$ cat config.mk
export PLATFORM = sky130hd
export DESIGN_NAME = div_control_flat
export DESIGN_NICKNAME = d
export VERILOG_FILES = /design/src/rtl/div_pkg.sv /design/src/rtl/div_control_if.sv /design/src/rtl/div_iter_counter.sv /design/src/rtl/div_control.sv /design/src/flat_wrapper.sv
export SDC_FILE = /design/constraint.sdc
export NUM_CORES = 1
export LEC_CHECK = 0
export BUFFER_PORTS_ARGS = -buffer_cell sky130_fd_sc_hd__buf_2
export CORE_MARGIN = 8
export CORE_UTILIZATION = 45
export DETAILED_ROUTE_END_ITERATION = 7
export MAX_ROUTING_LAYER = met4
export PLACE_DENSITY = 0.8
export SYNTH_ARGS = -nofsm -noshare
export SYNTH_HDL_FRONTEND = slang
export SYNTH_HIERARCHICAL = 1
export SYNTH_SLANG_ARGS = --single-unit
$ cat constraint.sdc
create_clock -name clk -period 1.9 [get_ports clk]
set_input_delay 0.095 -clock clk [delete_from_list [all_inputs] [get_ports clk]]
set_output_delay 0.095 -clock clk [all_outputs]
set_load 0.1 [all_outputs]
$ cat src/rtl/div_pkg.sv
`default_nettype none
// ============================================================================
// Module   : div_pkg
// Purpose  : Shared constants and the sequencer state encoding for the
//            32-bit sequential restoring divider control block.
// Contents : DIV_WIDTH  - operand width (matches the Remainder block)
//            DIV_ITERS  - divide iterations after the load cycle
//            CNT_W      - width of the iteration counter
//            state_t    - IDLE / CLEAR / LOAD / ITER / DONE
// Revision : 1.0 - initial release
// ============================================================================
package div_pkg;

    localparam int DIV_WIDTH = 32;
    localparam int DIV_ITERS = 32;
    localparam int CNT_W     = 5;

    typedef enum logic [2:0] {
        IDLE  = 3'd0,
        CLEAR = 3'd1,
        LOAD  = 3'd2,
        ITER  = 3'd3,
        DONE  = 3'd4
    } state_t;

endpackage
`default_nettype wire

$ cat src/rtl/div_control_if.sv
`default_nettype none
// ============================================================================
// Module   : div_control_if
// Purpose  : Request/response bundle between a divide requester and the
//            div_control sequencer.
// Signals  : start, dividend_in, divisor_in   - request (master -> slave)
//            busy, done, Quotient, Remainder_q,
//            div_by_zero                      - status/result (slave -> master)
// Modports : master - requester side; slave - div_control side
// Revision : 1.0 - initial release
// ============================================================================
interface div_control_if;
    import div_pkg::*;

    logic                 start;
    logic [DIV_WIDTH-1:0] dividend_in;
    logic [DIV_WIDTH-1:0] divisor_in;
    logic                 busy;
    logic                 done;
    logic [DIV_WIDTH-1:0] Quotient;
    logic [DIV_WIDTH-1:0] Remainder_q;
    logic                 div_by_zero;

    modport master (
        output start, dividend_in, divisor_in,
        input  busy, done, Quotient, Remainder_q, div_by_zero
    );

    modport slave (
        input  start, dividend_in, divisor_in,
        output busy, done, Quotient, Remainder_q, div_by_zero
    );

endinterface
`default_nettype wire

$ cat src/rtl/div_iter_counter.sv
`default_nettype none
// ============================================================================
// Module   : div_iter_counter
// Purpose  : Iteration counter for the divide sequencer. Cleared to zero,
//            advanced by one per enabled cycle, with a terminal-count flag
//            that is high while the count equals ITERS-1.
// Ports    : clk, rst  - clock, synchronous active-high reset
//            clear     - synchronous clear (priority over en)
//            en        - count enable
//            tc        - terminal count (cnt == ITERS-1)
// Revision : 1.0 - initial release
// ============================================================================
module div_iter_counter
    import div_pkg::*;
#(
    parameter int ITERS = DIV_ITERS
) (
    input  wire logic clk,
    input  wire logic rst,
    input  wire logic clear,
    input  wire logic en,
    output logic      tc
);

    logic [CNT_W-1:0] cnt;

    always_ff @(posedge clk) begin
        if (rst || clear) begin
            cnt <= '0;
        end else if (en) begin
            cnt <= cnt + 1'b1;
        end
    end

    assign tc = (cnt == CNT_W'(ITERS - 1));

endmodule
`default_nettype wire

$ cat src/rtl/div_control.sv
`default_nettype none
// ============================================================================
// Module   : div_control
// Purpose  : Sequencer and operand/result stage for the 32-bit sequential
//            restoring divider, placed directly upstream of the Remainder
//            register block.
// Ports    : clk, rst      - clock, synchronous active-high reset
//            bus (slave)   - start/operands in; busy, done, Quotient,
//                            Remainder_q, div_by_zero out
//            counting      - Remainder.counting
//            quotient_in   - Remainder.Quotient_out
//            remainder_in  - Remainder.Remainder_out
//            rem_rst       - Remainder.rst (rst OR state==CLEAR)
//            run           - Remainder.run
//            Dividend      - Remainder.Dividend (latched dividend)
//            Divisor       - subtract-ALU operand (latched divisor)
// Revision : 1.0 - initial release
// ============================================================================
module div_control
    import div_pkg::*;
#(
    parameter int WIDTH = DIV_WIDTH,
    parameter int ITERS = WIDTH
) (
    input  wire logic             clk,
    input  wire logic             rst,
    div_control_if.slave          bus,
    input  wire logic             counting,
    input  wire logic [WIDTH-1:0] quotient_in,
    input  wire logic [WIDTH-1:0] remainder_in,
    output logic                  rem_rst,
    output logic                  run,
    output logic [WIDTH-1:0]      Dividend,
    output logic [WIDTH-1:0]      Divisor
);

    state_t state;
    logic   tc;

    div_iter_counter #(
        .ITERS (ITERS)
    ) u_iter_counter (
        .clk   (clk),
        .rst   (rst),
        .clear (state == LOAD),
        .en    (state == ITER),
        .tc    (tc)
    );

    // Remainder is cleared by system reset and for the whole CLEAR cycle.
    assign rem_rst = rst | (state == CLEAR);

    // The last Remainder update happens on the edge that leaves ITER, so the
    // results are captured while in DONE. done is raised on that same edge,
    // which keeps the pulse aligned with the freshly captured results.
    always_ff @(posedge clk) begin
        if (rst) begin
            state           <= IDLE;
            run             <= 1'b0;
            bus.busy        <= 1'b0;
            bus.done        <= 1'b0;
            bus.Quotient    <= '0;
            bus.Remainder_q <= '0;
            bus.div_by_zero <= 1'b0;
            Dividend        <= '0;
            Divisor         <= '0;
        end else begin
            bus.done <= 1'b0;
            case (state)
                IDLE: begin
                    run <= 1'b0;
                    if (bus.start) begin
                        Dividend <= bus.dividend_in;
                        Divisor  <= bus.divisor_in;
                        bus.busy <= 1'b1;
                        state    <= CLEAR;
                    end
                end
                CLEAR: begin
                    run   <= 1'b1;
                    state <= LOAD;
                end
                LOAD: begin
                    run   <= 1'b1;
                    state <= ITER;
                end
                ITER: begin
                    if (!counting) begin
                        // Remainder fell out of step: abandon without done.
                        run      <= 1'b0;
                        bus.busy <= 1'b0;
                        state    <= IDLE;
                    end else if (tc) begin
                        run   <= 1'b0;
                        state <= DONE;
                    end
                end
                DONE: begin
                    bus.Quotient    <= quotient_in;
                    bus.Remainder_q <= remainder_in;
                    bus.div_by_zero <= (Divisor == '0);
                    bus.done        <= 1'b1;
                    bus.busy        <= 1'b0;
                    state           <= IDLE;
                end
                default: begin
                    run      <= 1'b0;
                    bus.busy <= 1'b0;
                    state    <= IDLE;
                end
            endcase
        end
    end

endmodule
`default_nettype wire

$ cat src/flat_wrapper.sv
// flat-port wrapper written by rule: the top's interface ports become plain ports
module div_control_flat import div_pkg::*;
#(
    parameter int WIDTH = DIV_WIDTH,
    parameter int ITERS = WIDTH
)
  (clk, rst, counting, quotient_in, remainder_in, rem_rst, run, Dividend, Divisor, bus_start, bus_dividend_in, bus_divisor_in, bus_busy, bus_done, bus_Quotient, bus_Remainder_q, bus_div_by_zero);
  div_control_if bus_i ();
  input  wire logic clk;
  input  wire logic rst;
  input  wire logic counting;
  input  wire logic [WIDTH-1:0] quotient_in;
  input  wire logic [WIDTH-1:0] remainder_in;
  output logic rem_rst;
  output logic run;
  output logic [WIDTH-1:0] Dividend;
  output logic [WIDTH-1:0] Divisor;
  input wire logic [$bits(bus_i.start)-1:0] bus_start;
  input wire logic [$bits(bus_i.dividend_in)-1:0] bus_dividend_in;
  input wire logic [$bits(bus_i.divisor_in)-1:0] bus_divisor_in;
  output wire logic [$bits(bus_i.busy)-1:0] bus_busy;
  output wire logic [$bits(bus_i.done)-1:0] bus_done;
  output wire logic [$bits(bus_i.Quotient)-1:0] bus_Quotient;
  output wire logic [$bits(bus_i.Remainder_q)-1:0] bus_Remainder_q;
  output wire logic [$bits(bus_i.div_by_zero)-1:0] bus_div_by_zero;
  assign bus_i.start = bus_start;
  assign bus_i.dividend_in = bus_dividend_in;
  assign bus_i.divisor_in = bus_divisor_in;
  assign bus_busy = bus_i.busy;
  assign bus_done = bus_i.done;
  assign bus_Quotient = bus_i.Quotient;
  assign bus_Remainder_q = bus_i.Remainder_q;
  assign bus_div_by_zero = bus_i.div_by_zero;
  div_control #(.WIDTH(WIDTH), .ITERS(ITERS)) u_core (.clk(clk), .rst(rst), .bus(bus_i), .counting(counting), .quotient_in(quotient_in), .remainder_in(remainder_in), .rem_rst(rem_rst), .run(run), .Dividend(Dividend), .Divisor(Divisor));
endmodule
==> flow_summary_export.csv, run 1 <==
group,metric,value,unit
outcome,status,"completed",
clock_tree,cts_sinks,140,
worst_setup_path,critPathMaxStageDelay,0.43,ns
cells_and_area,nFillCells,745,
logic_synthesis,ys_warn_count,6,
worst_setup_path,reg2reg_slack,0.24,ns
placed_design,hpwl,10.8,mm
worst_setup_path,worst_path_max_delay_cell,"buf_2",
cells_and_area,final_common_cell,"buf_2",
cells_and_area,nNetsFinal,1138,
route,drt_iter0_drc,591,
global_routing,grt_pass1_vias,5954,
logic_synthesis,synth-seq-cells,140,
global_routing,grt_pass1_wl,29.6,mm
worst_setup_path,crit_family,"buffers and inverters",
route,wl_per_cell,16.7,um
timing,rsz0062_at_grt,"false",
logic_synthesis,async_reset_ff_frac,0,
logic_synthesis,synth-edff-count,0,
clock_tree,h-tree-depth,4,
timing,fin_crit,1.75,ns
power,p_total,8260,uW
clock_tree,clockBufferDepth,2,
timing,drv_slew,0,
placed_design,portBuffers,264,
logic_synthesis,synth_area_per_cell,8.10,sq um
power,leakage,0.00382,uW
power,power_density,981,nW/um^2
worst_setup_path,cp_data_required_time,1.80,ns
timing,worst_pin_slew,0.524,ns
timing,tns,0,ns
clock_tree,postCtsSetupBuffers,0,
die,rows,39,
cells_and_area,layout.cells.non_filler,1164,
worst_setup_path,worstSetupStartpointType,"flip-flop",
placed_design,place_area,6490,sq um
route,vias,5847,
timing,fmax,0.571,GHz
placed_design,gp_congestion,0.802,
logic_synthesis,synthCells,630,
route,antenna_left,0,
logic_synthesis,synth.area.top_cells,"dfxtp_1, nand2_1, a21oi_1, buf_6, clkbuf_1",
route,wirelength,19.5,mm
die,num_io_pins,265,
clock_tree,cts_tree,"done",
global_routing,grt_max_degree,73,
cells_and_area,design_area,8430,sq um
clock_tree,cts_resized,0,
die,die_h,122,um
timing,clock_skew,0.00940,ns
logic_synthesis,netlist_area,5100,sq um
global_routing,grtUsageTotal,0.256,
worst_setup_path,critPathArrivalTime,1.66,ns
worst_setup_path,crit_buf_inv,2,
timing,relSlewSlack,0.653,
global_routing,antenna_found_initial,2,
run,maxCapViolations,0,
timing,finalCritPeriodShare,0.922,
die,start_util,0.454,
cells_and_area,drive_gt1_frac,0.308,
clock_tree,clk-insertion-delay-late,0.41,ns
timing,setup_viol,0,
logic_synthesis,ys_seq_area_frac,0.550,
logic_synthesis,synthDistinctLibCells,35,
die,fp.coreArea,11200,sq um
die,dieArea,15000,sq um
logic_synthesis,yosysTopAreaCellShare,0.550,
logic_synthesis,synth_nets,764,
worst_hold_path,min_path_type,"primary input to flip-flop",
route,firstDrtPassIters,5,
worst_setup_path,critical_path_peak_fanout,8,
clock_tree,cts_inserted_buffers,17,
global_routing,grt_overflow,0,
worst_setup_path,critPathCaptureType,"output port",
power,ir_drop,625,uV
placed_design,placed_cells,999,
worst_setup_path,path_cells,"buf_4, nand2b_1, o21bai_2, buf_2",
logic_synthesis,synth_ff_type,"dfxtp_1",
logic_synthesis,yosysTopAreaCell,"dfxtp_1",
worst_setup_path,worstSetupPathType,"flip-flop to output port",
route,drc,0,
route,vias_per_cell,5.02,
clock_tree,path_clk_slew,0.06,ns
clock_tree,cts_root_buf,"clkbuf_16",
cells_and_area,mostFrequentLayoutCells,"buf_2, nand2_1, dfxtp_1",
timing,finalHoldViolCount,0,
die,dieWidth,122,um
cells_and_area,area_growth,65.2,%
## registers in the layout, summed over array words and instances (netlist names)
name	flops
u_core/bus.done	1
u_core/run	1
u_core/bus.busy	1
u_core/state	3
u_core/bus.Quotient	32
u_core/u_iter_counter/cnt	5
u_core/Divisor	32
u_core/Dividend	32
u_core/bus.Remainder_q	32
u_core/bus.div_by_zero	1
## synth_stat cells, types with 3 or more instances
master and count:
a21oi_1 130, buf_2 8, buf_4 6, buf_6 9, clkbuf_1 25, dfxtp_1 140, nand2_1 258, nand2b_1 3
nor2_1 7, nor4_1 9, o21ai_0 3, o21bai_1 3
## layer usage
layer  track usage  routed length [um]
met1         0.253                7060
met2         0.450               10200
met3        0.0598                1310
met4         0.158                 915
met5             -                   0
## stage by stage
| step | setup WS, ns | util | hold WS [ns] |
|---|---|---|---|
| 4_1_cts | 0.136 | 0.750 | 0.0299 |
| 2_1_floorplan | 0.326 | - | 0.214 |
| 3_5_place_dp | 0.281 | 0.578 | 0.341 |
| 5_1_grt | 0.0788 | 0.750 | 0.0563 |
| 3_3_place_gp | 0.294 | 0.578 | 0.335 |
| 6_report | 0.148 | 0.751 | 0.0493 |
## cells by family after synthesis
logic type	Yosys count	share of synthesized area
and+or+nand+nor	293	0.236
AOI/OAI and AO/OA	142	0.146
DFF	140	0.550
buffers and inverters	49	0.0557
muxes	3	0.00687
adders and majority gates	2	0.00491
xor gates and xnor gates	1	0.00172
## worst min-delay path, cell delays in order
cell and delay [ns]:
buf_2 0.13, o21bai_1 0.12, a21boi_0 0.07
## worst paths after layout
path         cells after the start                    startpoint                   to
max                              4               u_core/state[1]              rem_rst
min                              3                     bus_start      u_core/state[0]
max reg2reg                      6  u_core/u_iter_counter/cnt[0]      u_core/state[0]
min reg2reg                      2           u_core/Dividend[21]  u_core/Dividend[21]
## area by class of cell
| type | count | area (sq um) | share of cell area |
|---|---|---|---|
| sequential | 140 | 2800 | 0.333 |
| inverter | 1 | 3.75 | 0.000446 |
| clock inverter | 10 | 163 | 0.0193 |
| clock buffer | 22 | 474 | 0.0563 |
| antenna | 4 | 10.0 | 0.00119 |
| multi-input combinational | 441 | 2030 | 0.241 |
| timing repair buffer | 403 | 2770 | 0.328 |
| tap | 143 | 179 | 0.0212 |
## where the power goes
| part | total [uW] | switching (uW) | internal (uW) |
|---|---|---|---|
| sequential | 3120 | 71.9 | 3040 |
| combinational | 1600 | 1130 | 469 |
| clock | 3550 | 1240 | 2300 |
## timing repair
action	in CTS	in global routing
hold endpoints to repair	129	0
setup endpoints to repair	0	0
hold buffers	129	0
Note: power is estimated with default switching activity, not from simulation.
==> run 2: changes to the inputs <==
Settings changed: ABC_AREA from default to 1, CORE_ASPECT_RATIO from default to 1.1, PLACE_DENSITY 0.8 to 0.79.
==> run 2 against run 1 <==
  * Die area grew 1.4%
  * Combinational power grew 71%
  * Synthesized cell count up 3.8%
  * Design area grew 0.65%
  * Routed wire length increased by 5.1%
  * Non-clock buffer count fell by 1
  * Utilization shrank 0.27 points
  * Power is 13% higher
  * Sequential cell count is the same
  * Critical endpoint unchanged
==> flow_summary_export.csv, run 2 <==
group,metric,value,unit
route,vias_per_cell,5.04,
worst_setup_path,cp_data_required_time,1.80,ns
worst_hold_path,min_to,"u_core/bus.Remainder_q[8]",
route,firstDrtPassIters,6,
cells_and_area,mostFrequentLayoutCells,"buf_2, nor2_1, dfxtp_1",
power,p_total,9360,uW
timing,finalCritPeriodShare,0.908,
placed_design,portBuffers,264,
worst_setup_path,reg2reg_from,"u_core/state[2]",
power,ir_drop,759,uV
die,dieWidth,118,um
global_routing,antenna_found_initial,3,
cells_and_area,nNetsFinal,1168,
cells_and_area,final_common_cell,"buf_2",
global_routing,grt_pass1_vias,6361,
worst_setup_path,path_cells,"dlygate4sd3_1, buf_2, inv_2, nand2_1, buf_2",
power,intPower,5820,uW
die,start_util,0.457,
global_routing,grtUsageTotal,0.274,
logic_synthesis,synth_area_per_cell,7.92,sq um
route,wl_per_cell,17.1,um
timing,fin_crit,1.72,ns
die,die_h,129,um
worst_hold_path,min_path_cells,3,
global_routing,grt_overflow,0,
power,comb_power_share,0.292,
logic_synthesis,synth_ff_type,"dfxtp_1",
worst_setup_path,worstSetupStartpointType,"primary input",
die,fp.coreArea,11300,sq um
worst_setup_path,crit_buf_inv,4,
route,vias,6046,
timing,clock_skew,0.0124,ns
logic_synthesis,yosysTopAreaCellShare,0.541,
cells_and_area,drive_gt1_frac,0.302,
logic_synthesis,synth.most_common_cell,"nor2_1",
placed_design,gp_congestion,0.832,
clock_tree,postCtsSetupBuffers,0,
clock_tree,clk-insertion-delay-late,0.41,ns
cells_and_area,nFillCells,746,
clock_tree,clockBufferDepth,2,
outcome,status,"completed",
clock_tree,cts_inserted_buffers,17,
timing,fmax,0.580,GHz
power,seqPwrFrac,0.352,
worst_setup_path,critPathCaptureType,"output port",
logic_synthesis,synth-seq-cells,140,
worst_hold_path,min_path_type,"primary input to flip-flop",
logic_synthesis,synthCells,654,
timing,drv_slew,0,
logic_synthesis,synthDistinctLibCells,28,
power,clockPowerShare,0.356,
placed_design,hpwl,11.7,mm
clock_tree,path_clk_slew,0.06,ns
route,antenna_left,0,
power,p_sw_frac,0.379,
global_routing,grt_max_degree,75,
timing,tns,0,ns
worst_setup_path,critPathArrivalTime,1.63,ns
logic_synthesis,async_reset_ff_frac,0,
power,power_density,1100,nW/um^2
power,leakage,0.00402,uW
worst_setup_path,r2r_end,"u_core/Dividend[10]",
worst_setup_path,critical_path_peak_fanout,31,
logic_synthesis,yosysTopAreaCell,"dfxtp_1",
clock_tree,cts_root_buf,"clkbuf_16",
logic_synthesis,ys_warn_count,6,
logic_synthesis,netlist_area,5180,sq um
clock_tree,cts_resized,0,
timing,worst_pin_slew,0.549,ns
worst_setup_path,worstSetupPathType,"primary input to output port",
worst_setup_path,ff2ff_path_depth,6,
route,drc,0,
worst_setup_path,worst_path_max_delay_cell,"dlygate4sd3_1",
die,rows,41,
worst_hold_path,min_from,"remainder_in[8]",
logic_synthesis,synth_nets,788,
power,p_sw,3540,uW
clock_tree,h-tree-depth,4,
route,drt_iter0_drc,671,
global_routing,grt_pass1_wl,32.2,mm
worst_setup_path,reg2reg_slack,0.24,ns
die,dieArea,15200,sq um
logic_synthesis,ys_top_cells_by_count,"nor2_1, dfxtp_1, o21ai_0",
timing,relSlewSlack,0.637,
run,maxCapViolations,0,
cells_and_area,register_area,2800,sq um
logic_synthesis,ys_seq_area_frac,0.541,
logic_synthesis,synth.area.top_cells,"dfxtp_1, nor2_1, o21ai_0, a21oi_1, o21ai_1",
timing,setup_viol,0,
worst_setup_path,crit_family,"buffers and inverters",
worst_setup_path,critPathMaxStageDelay,0.53,ns
logic_synthesis,synth-edff-count,0,
timing,rsz0062_at_grt,"false",
clock_tree,cts_sinks,140,
worst_setup_path,crit_top_cell,"buf_2",
cells_and_area,multiInputGateArea,1830,sq um
die,num_io_pins,265,
cells_and_area,area_growth,63.6,%
timing,finalHoldViolCount,0,
route,wirelength,20.5,mm
clock_tree,cts_tree,"done",
run 2: power by group through the flow:
stage / sequential [uW] / clock (uW) / combinational, uW
floorplan: 4760 / 0 / 567
global placement: 3330 / 0 / 2430
detailed placement: 3340 / 0 / 2440
CTS: 3280 / 3370 / 2650
global route: 3320 / 3520 / 2850
finish: 3300 / 3330 / 2730
run 2: per-layer routing:
metal  wire [um]  GRT usage
met5           0          -
met2        9620      0.443
met4         876      0.153
met3        1940     0.0907
met1        8040      0.293
run 2: layout make-up:
cell class              instances  share of cell area
diodes                          3            0.000885
inverters                      74              0.0328
clock buffers                  20              0.0550
clock inverters                12              0.0161
well taps                     150              0.0221
repair buffers                402               0.326
flip-flops and latches        140               0.330
multi-input cells             399               0.216
run 2: tightest hold or removal path: cells and delay by family:
family	cells	cell delay (ns)
buf+inv	1	0.08
simple gates	1	0.11
compound gates	1	0.13
run 2: what timing repair did:
item,in CTS,in global routing
hold endpoints to repair,132,0
hold buffers,129,0
setup endpoints to repair,0,0
run 2: through the flow:
stage / setup WS, ns / instance area, sq um / hold slack, ns / instances / utilization
5_1_grt: 0.0840 / 8480 / 0.0159 / 1200 / 0.748
4_1_cts: 0.195 / 8470 / 0.0232 / 1197 / 0.747
2_1_floorplan: 0.394 / 5180 / 0.157 / 654 / -
3_5_place_dp: 0.378 / 6580 / 0.350 / 1036 / 0.580
3_3_place_gp: 0.427 / 6580 / 0.343 / 1036 / 0.580
6_report: 0.176 / 8480 / 0.0383 / 1200 / 0.748
run 2: how the worst max path moves through the flow:
stage	from	end	cells after the start	slack, ns
floorplan	u_core/Divisor[25]	u_core/bus.div_by_zero	7	0.39
global placement	u_core/state[2]	u_core/Dividend[23]	6	0.43
detailed placement	u_core/state[2]	u_core/Dividend[9]	6	0.38
CTS	rst	rem_rst	5	0.20
global route	rst	rem_rst	5	0.08
finish	rst	rem_rst	5	0.18
run 2: logic make-up after synthesis:
group | Yosys count | share of synthesized area
buf+inv | 115 | 0.107
flops | 140 | 0.541
fa+ha+maj | 2 | 0.00483
simple gates | 193 | 0.150
compound gates | 204 | 0.198
==> run 3: changes to the inputs <==
Settings changed: PLACE_DENSITY 0.79 to 0.8, SYNTH_HIERARCHICAL 1 to default.
==> run 3 against run 2 <==
  * Sequential power barely moved
  * Clock skew down 0.0026 ns
  * Synthesized area fell by 1.7%
  * Power down 3.1%
  * Register-to-register slack is essentially flat
  * Non-clock buffer count increased by 2
  * Fmax down 2.1%
  * First-iteration DRC count is 5.4% higher
  * Routed wire length is 1.3% lower
  * Highest routed layer unchanged
==> flow_summary_export.csv, run 3 <==
group,metric,value,unit
worst_setup_path,worstSetupPathType,"primary input to output port",
clock_tree,cts_resized,0,
route,drc,0,
clock_tree,path_clk_slew,0.05,ns
timing,fin_crit,1.76,ns
timing,rsz0062_at_grt,"false",
placed_design,portBuffers,264,
power,p_total,9070,uW
route,firstDrtPassIters,5,
route,vias_per_cell,5.08,
timing,fmax,0.568,GHz
clock_tree,cts_root_buf,"clkbuf_16",
logic_synthesis,ys_seq_area_frac,0.550,
clock_tree,cts_tree,"done",
logic_synthesis,synth_area_per_cell,7.87,sq um
cells_and_area,nFillCells,645,
cells_and_area,drive_gt1_frac,0.302,
worst_setup_path,ff2ff_path_depth,5,
outcome,status,"completed",
timing,worst_slack,0.139,ns
power,leakage,0.00393,uW
clock_tree,cts_sinks,140,
die,dieWidth,117,um
route,antenna_left,0,
global_routing,grtUsageTotal,0.270,
logic_synthesis,synth-edff-count,0,
die,fp.coreArea,11000,sq um
power,clockPowerShare,0.354,
route,drt_iter0_drc,707,
die,dieArea,15000,sq um
global_routing,antenna_found_initial,2,
global_routing,grt_pass1_wl,31.9,mm
clock_tree,postCtsSetupBuffers,0,
clock_tree,cts_inserted_buffers,17,
logic_synthesis,yosysTopAreaCell,"dfxtp_1",
cells_and_area,mostFrequentLayoutCells,"buf_2, nor2_1, dfxtp_1",
logic_synthesis,synth_ff_type,"dfxtp_1",
die,num_io_pins,265,
worst_setup_path,crit_top_cell,"buf_2",
placed_design,gp_congestion,0.837,
power,power_density,1080,nW/um^2
timing,finalCritPeriodShare,0.927,
worst_setup_path,critical_path_peak_fanout,35,
cells_and_area,nNetsFinal,1163,
clock_tree,clk-insertion-delay-late,0.41,ns
worst_setup_path,worst_path_max_delay_cell,"dlygate4sd3_1",
power,seqPwrFrac,0.361,
timing,hold-worst-slack,0.0360,ns
worst_hold_path,min_path_cells,3,
power,comb_power_share,0.285,
power,p_sw,3410,uW
worst_setup_path,critPathMaxStageDelay,0.53,ns
logic_synthesis,synthCells,647,
power,intPower,5660,uW
power,p_sw_frac,0.376,
logic_synthesis,synth.area.top_cells,"dfxtp_1, nor2_1, o21ai_0, a21oi_1, inv_1",
worst_setup_path,worstSetupStartpointType,"primary input",
logic_synthesis,ys_warn_count,0,
cells_and_area,area_growth,64.7,%
clock_tree,h-tree-depth,4,
global_routing,grt_pass1_vias,6138,
logic_synthesis,synth.most_common_cell,"nor2_1",
logic_synthesis,ys_top_cells_by_count,"nor2_1, dfxtp_1, o21ai_0",
timing,tns,0,ns
timing,finalHoldViolCount,0,
timing,drv_slew,0,
die,rows,40,
run,maxCapViolations,0,
worst_setup_path,critPathArrivalTime,1.67,ns
logic_synthesis,async_reset_ff_frac,0,
timing,clock_skew,0.00985,ns
placed_design,post-place-ws,0.400,ns
placed_design,hpwl,11.3,mm
route,vias,6052,
power,ir_drop,976,uV
worst_setup_path,critPathCaptureType,"output port",
logic_synthesis,yosysTopAreaCellShare,0.550,
route,wirelength,20.2,mm
timing,setup_viol,0,
logic_synthesis,synthDistinctLibCells,26,
timing,relSlewSlack,0.650,
route,wl_per_cell,17.0,um
worst_setup_path,path_cells,"dlygate4sd3_1, buf_2, inv_2, nand2_1, buf_2",
clock_tree,clockBufferDepth,2,
global_routing,grt_max_degree,65,
logic_synthesis,synth_nets,781,
global_routing,grt_overflow,0,
logic_synthesis,synth-seq-cells,140,
worst_setup_path,cp_data_required_time,1.80,ns
timing,worst_pin_slew,0.528,ns
worst_hold_path,min_path_type,"primary input to flip-flop",
cells_and_area,final_common_cell,"buf_2",
die,die_h,128,um
logic_synthesis,netlist_area,5090,sq um
die,start_util,0.465,
[run 3: cell types whose count changed after synthesis, moves of 5 or more]
cell     change
buf_6       -12
o21ai_1     -11
o21ai_0      +8
buf_2        +6
buf_4        +5
nor2_1       -5
[run 3: logic make-up after synthesis]
kind of cell	share of synthesized area
AO/OA/AOI/OAI	0.202
AND/OR/NAND/NOR	0.148
flip-flops	0.550
buffers and inverters	0.0943
adder cells (fa/ha/maj)	0.00491
[run 3: what timing repair did]
action / CTS / global route
hold buffers: 129 / 0
endpoints found under the setup margin: 0 / 0
endpoints found under the hold margin: 131 / 0
[run 3: power groups by stage]
stage          registers, uW  logic (uW)  clock network (uW)
4_1_cts                 3260        2510                3240
3_3_place_gp            3310        2290                   0
3_5_place_dp            3310        2300                   0
6_report                3270        2590                3210
5_1_grt                 3290        2700                3390
2_1_floorplan           4670         505                   0
[run 3: critical path: cells and delay by family]
kind,cells,cell delay (ns)
AND/OR/NAND/NOR,1,0.13
buffers and inverters,4,1.43
[run 3: through the flow]
step | instance area, sq um | util | instances
final | 8390 | 0.765 | 1191
after global routing | 8390 | 0.765 | 1191
after CTS | 8380 | 0.765 | 1189
after detailed placement | 6520 | 0.595 | 1028
after global placement | 6520 | 0.595 | 1028
after floorplan | 5090 | - | 647
[run 3: layout make-up]
class / instances / area (sq um) / area share
Antenna cell: 2 / 5.00 / 0.000597
Timing Repair Buffer: 404 / 2730 / 0.326
Multi-Input combinational cell: 394 / 1820 / 0.217
Clock inverter: 14 / 146 / 0.0174
Tap cell: 147 / 184 / 0.0219
Sequential cell: 140 / 2800 / 0.334
Inverter: 72 / 270 / 0.0322
Clock buffer: 18 / 429 / 0.0512
[run 3: worst paths after layout]
path / endpoint / slack (ns) / startpoint
hold reg to reg: u_core.Dividend[10] / 0.44 / u_core.Dividend[10]
setup reg to reg: u_core.Dividend[16] / 0.24 / u_core.state[0]
hold / removal: u_core.bus.Remainder_q[17] / 0.04 / remainder_in[17]
setup / recovery: rem_rst / 0.14 / rst
[run 3: layer usage]
| layer | GRT usage | vias up | part of all wire |
|---|---|---|---|
| li1 | - | 2851 | - |
| met3 | 0.0771 | 68 | 0.093 |
| met2 | 0.451 | 401 | 0.48 |
| met1 | 0.293 | 2732 | 0.39 |
| met4 | 0.127 | 0 | 0.034 |
| met5 | - | - | 0 |
